==> config.mk <==
export PLATFORM = sky130hd
export DESIGN_NAME = instr_queue
export DESIGN_NICKNAME = d
export VERILOG_FILES = /design/src/rtl/instr_queue_pkg.sv /design/src/rtl/instr_queue.sv
export SDC_FILE = /design/constraint.sdc
export NUM_CORES = 1
export LEC_CHECK = 0
export ABC_AREA = 1
export BUFFER_PORTS_ARGS = -buffer_cell sky130_fd_sc_hd__buf_2
export CAP_MARGIN = 10
export CORE_ASPECT_RATIO = 0.8
export CORE_MARGIN = 3
export CORE_UTILIZATION = 39
export CTS_CLUSTER_SIZE = 40
export DETAILED_ROUTE_END_ITERATION = 10
export PLACE_DENSITY = 0.6
export SETUP_SLACK_MARGIN = 0.4
export SYNTH_ARGS = -nofsm -noshare
export SYNTH_HDL_FRONTEND = slang
export SYNTH_SLANG_ARGS = --single-unit
==> constraint.sdc <==
create_clock -name clk -period 4.5 [get_ports clk]
set_input_delay 0.9 -clock clk [delete_from_list [all_inputs] [get_ports clk]]
set_output_delay 0.9 -clock clk [all_outputs]
set_load 0.1 [all_outputs]
==> src/rtl/instr_queue_pkg.sv <==
// Shared types for the front-end instruction path: the fetch record that
// travels from instr_fetch to decode, and the default queue depth.
package instr_queue_pkg;

    typedef struct packed {
        logic [31:0] pc;
        logic [31:0] raw;
    } fetch_rec_t;

    localparam int FETCH_REC_W       = $bits(fetch_rec_t);
    localparam int INSTR_QUEUE_DEPTH = 4;

endpackage

==> src/rtl/instr_queue.sv <==
// Circular-buffer queue decoupling instruction fetch from decode; minimum
// latency one cycle, flush and reset empty it.
module instr_queue
    import instr_queue_pkg::*;
#(
    parameter int DEPTH = INSTR_QUEUE_DEPTH
) (
    input  logic                       clk,
    input  logic                       rst,
    input  logic                       i_fetched_valid,
    output logic                       o_fetched_ready,
    input  logic [FETCH_REC_W-1:0]     i_fetched_data,
    output logic                       o_issue_valid,
    input  logic                       i_issue_ready,
    output logic [FETCH_REC_W-1:0]     o_issue_data,
    input  logic                       i_flush,
    output logic [$clog2(DEPTH):0]     o_count
);

    localparam int PTR_W = $clog2(DEPTH);
    localparam int CNT_W = PTR_W + 1;

    // Handshake: a transfer happens on a rising edge where valid and ready
    // are both high; valid never waits on ready, ready never waits on valid.
    fetch_rec_t        r_mem [DEPTH];
    logic [PTR_W-1:0]  r_head;
    logic [PTR_W-1:0]  r_tail;
    logic [CNT_W-1:0]  r_count;

    logic              w_full;
    logic              w_empty;
    logic              w_enq;
    logic              w_deq;

    assign w_full  = (r_count == CNT_W'(DEPTH));
    assign w_empty = (r_count == '0);

    // A full queue never accepts in the cycle it drains: ready looks only at
    // the registered count, not at the dequeue happening alongside.
    assign o_fetched_ready = !w_full && !i_flush;
    assign o_issue_valid   = !w_empty && !i_flush;
    assign o_issue_data    = r_mem[r_head];
    assign o_count         = r_count;

    assign w_enq = i_fetched_valid && o_fetched_ready;
    assign w_deq = o_issue_valid && i_issue_ready;

    always_ff @(posedge clk) begin
        if (w_enq) begin
            r_mem[r_tail] <= fetch_rec_t'(i_fetched_data);
        end
    end

    always_ff @(posedge clk or posedge rst) begin
        if (rst) begin
            r_head  <= '0;
            r_tail  <= '0;
            r_count <= '0;
        end else if (i_flush) begin
            r_head  <= '0;
            r_tail  <= '0;
            r_count <= '0;
        end else begin
            if (w_enq) begin
                r_tail <= r_tail + PTR_W'(1);
            end
            if (w_deq) begin
                r_head <= r_head + PTR_W'(1);
            end
            case ({w_enq, w_deq})
                2'b10:   r_count <= r_count + CNT_W'(1);
                2'b01:   r_count <= r_count - CNT_W'(1);
                default: r_count <= r_count;
            endcase
        end
    end

endmodule

==> impl_results.md <==
* Avg WL per Cell at 18.0 um
* Die W at 185 um
* Fin crit period at 3.47 ns
* Clock Latency Late Sink at 0.52 ns
* Syn Nets at 759
* GR peak layer: met2
* Netlist Area Pre-Place at 10000 um^2
* Via-to-Cell Ratio at 5.11
* Vias in the first global route at 5840
* Logic pwr share at 39.9%
* Final wirelength at 20.9 mm
* Seq pwr share at 34.0%
* Postcts setup bufs at 0
* Setup ws final at 1.03 ns
* Met1 Use GR at 21.8%
* # diodes at 0
* Placed cell count at 1113
* DPL Wire Length at 11.9 mm
* Setup violators final at 0
* Sequential-to-total area share from yosys stat at 78.6%
* Vias at 5930
* Ys Warns at 0
* Hold Crit Class: input port to asynchronous set/reset pin
* Achievable Freq at 288 MHz
* Worst reg2reg path depth at 5
* Clock tree buffer depth at 3
* WP data arrival at 2.57 ns
* Pleak at 4.20 nW
* Area of the multi-input gates at 1840 um^2
* CTS Buf Count at 26
* Initial antenna violation count at 1
* Crit-path max cell delay at 0.47 ns
* CTS Sinks at 263
* Ports at 138
* DIE HEIGHT at 149 um
* Met3 usage at 3.19%
* Area Growth Syn to Fin at 18.9%
* Post-route insts no fill at 1161
* Startpoint types: register
* Final nets at 897
* Die area at 27600 um^2
* Clock Skew at 0.00689 ns
* Htree depth at 1
* CP required at 3.60 ns
* Area of the core at 24800 um^2
* Pwr Density at 723 nW/um^2
* Rows at 51
* Maxcap violations at 0
* Final hold violations at 0
* Post-cts resize count at 0
* Root buffer cell: clkbuf_16
* Sw frac at 44.9%
* Psw at 3.86 mW
* CP max FO at 32
* P_int at 4.74 mW
* PortBufs at 137
* Final setup TNS at 0 ns
* First-pass GRT wire length at 32.9 mm
* Aggregate global-route resource usage at 15.1%
* Detailed Routing Iterations Pass 1 at 4
* Peak supply drop at 0.471 mV
* Status: finished, final reports clean
* Largest net degree at the start of global routing at 130
* Syn avg cell area at 14.6 um^2
* Initial Util at 40.4%
* Max-slew headroom at 47.5%
* Violation count after the first detailed-route iteration at 440
* Critical Path Slowest Stage Cell: buf_2
* Tightest Pin Transition at 0.786 ns
* Share of cells above drive strength 1 at 25.0%
* Post-synthesis register bit count at 263
* Distinct cells, synth at 24
* RSZ-0062 raised after global routing: false
* CTS tree: yes
* GR Overflow Total at 0
* Routed Antenna Nets at 0
* Fin crit share at 77.1%
* Sequential cell area at 7870 um^2
* Reg clk slew, reported paths at 0.06 ns
* Count of final max-slew check failures at 0
* CP Capture Type: output port
* Hold-fix buffers, CTS at 0
* Clock power frac at 26.1%
* Critical path class: register to output port
* Mapped Cells at 685
* Final Power at 8.60 mW
* Place WS at 1.54 ns
* Met2 usage at 23.8%
* Filler cells at 2160
* Number of remaining DRC errors at 0
* Worst-path cell chain: inv_2 > buf_4 > o21ai_0 > o22ai_1 > buf_2
* Routability Congestion at 0.770
* WHS at 0.337 ns
==> metrics by stage <==
stage / area, um^2 / util, %
6_report: 11900 / 48.0
5_1_grt: 11900 / 48.0
4_1_cts: 11900 / 48.0
3_5_place_dp: 11000 / 44.4
3_3_place_gp: 11000 / 44.4
2_1_floorplan: 10000 / -
==> state kept, by name, summed over array words and instances (netlist names) <==
signal   flops
o_count      3
r_head       2
r_mem      256
r_tail       2
==> critical path: cells and delay by family, from the launching register on <==
kind,cells,cell delay (ns)
AOI/OAI and AO/OA,2,0.37
buffers and inverters,3,1.27
DFF,1,0.41
==> cell usage in the layout, fill, tap and decap left out, drive strengths merged <==
| cell | count |
|---|---|
| a21oi | 2 |
| buf | 152 |
| bufinv | 5 |
| clkbuf | 30 |
| clkinv | 12 |
| clkinvlp | 1 |
| dfrtp | 7 |
| edfxtp | 256 |
| fa | 1 |
| ha | 4 |
| inv | 16 |
| nand2 | 15 |
| nand3 | 9 |
| nor2 | 136 |
| o21ai | 132 |
| o22ai | 64 |
| xnor2 | 1 |
==> kinds of logic (layout without fill, tap and decap cells) <==
logic type               count (synthesis)  after routing  synth area share [%]
flip-flops                             263            263                  78.6
AO/OA/AOI/OAI                          198            198                  10.7
AND/OR/NAND/NOR                        160            160                  6.63
buffers and inverters                   58            216                  3.24
adder cells (fa/ha/maj)                  5              5                 0.701
XOR/XNOR                                 1              1                0.0876
==> power groups by stage <==
| stage | sequential (mW) | clock [mW] | combinational [mW] |
|---|---|---|---|
| floorplan | 3.03 | 0 | 2.87 |
| detailed placement | 2.97 | 0 | 3.47 |
| global route | 2.93 | 2.41 | 3.62 |
| global placement | 2.97 | 0 | 3.47 |
| finish | 2.92 | 2.24 | 3.44 |
| CTS | 2.92 | 2.30 | 3.48 |
==> cells in the mapped netlist, drive strengths merged <==
cell,count,area share [%]
nor2,136,5.3
edfxtp,256,77
ha,4,0.50
dfrtp,7,1.8
xnor2,1,0.088
nand2,15,0.76
o22ai,64,4.0
clkbuf,21,0.79
a21oi,2,0.10
fa,1,0.20
o21ai,132,6.6
buf,21,1.8
nand3,9,0.58
inv,16,0.63
==> area by class of cell <==
type	instances	share of cell area [%]
Sequential cell	263	66.2
Multi-Input combinational cell	364	15.5
Timing Repair Buffer	152	6.92
Clock buffer	30	5.78
Tap cell	318	3.35
Clock inverter	18	1.78
Inverter	16	0.526
==> metal layers <==
layer | vias to the layer above | part of all wire, %
met5 | - | 0.062
met4 | 2 | 2.3
met3 | 37 | 5.4
met2 | 146 | 45
met1 | 2902 | 47
li1 | 2843 | -
==> final timing paths <==
path | end | from | slack (ns)
max | o_issue_data[9] | r_head[1]$_DFFE_PP0P_ | 1.03
min in group clk | r_tail[0]$_DFFE_PP0P_ | r_tail[0]$_DFFE_PP0P_ | 0.56
max in group asynchronous | r_head[0]$_DFFE_PP0P_ | rst | 3.87
max reg2reg | r_mem[0][16]$_DFFE_PP_ | o_count[0]$_DFFE_PP0P_ | 2.21
min | r_tail[0]$_DFFE_PP0P_ | rst | 0.34
min reg2reg | r_tail[0]$_DFFE_PP0P_ | r_tail[0]$_DFFE_PP0P_ | 0.56
(Power assumes the default switching activity.)
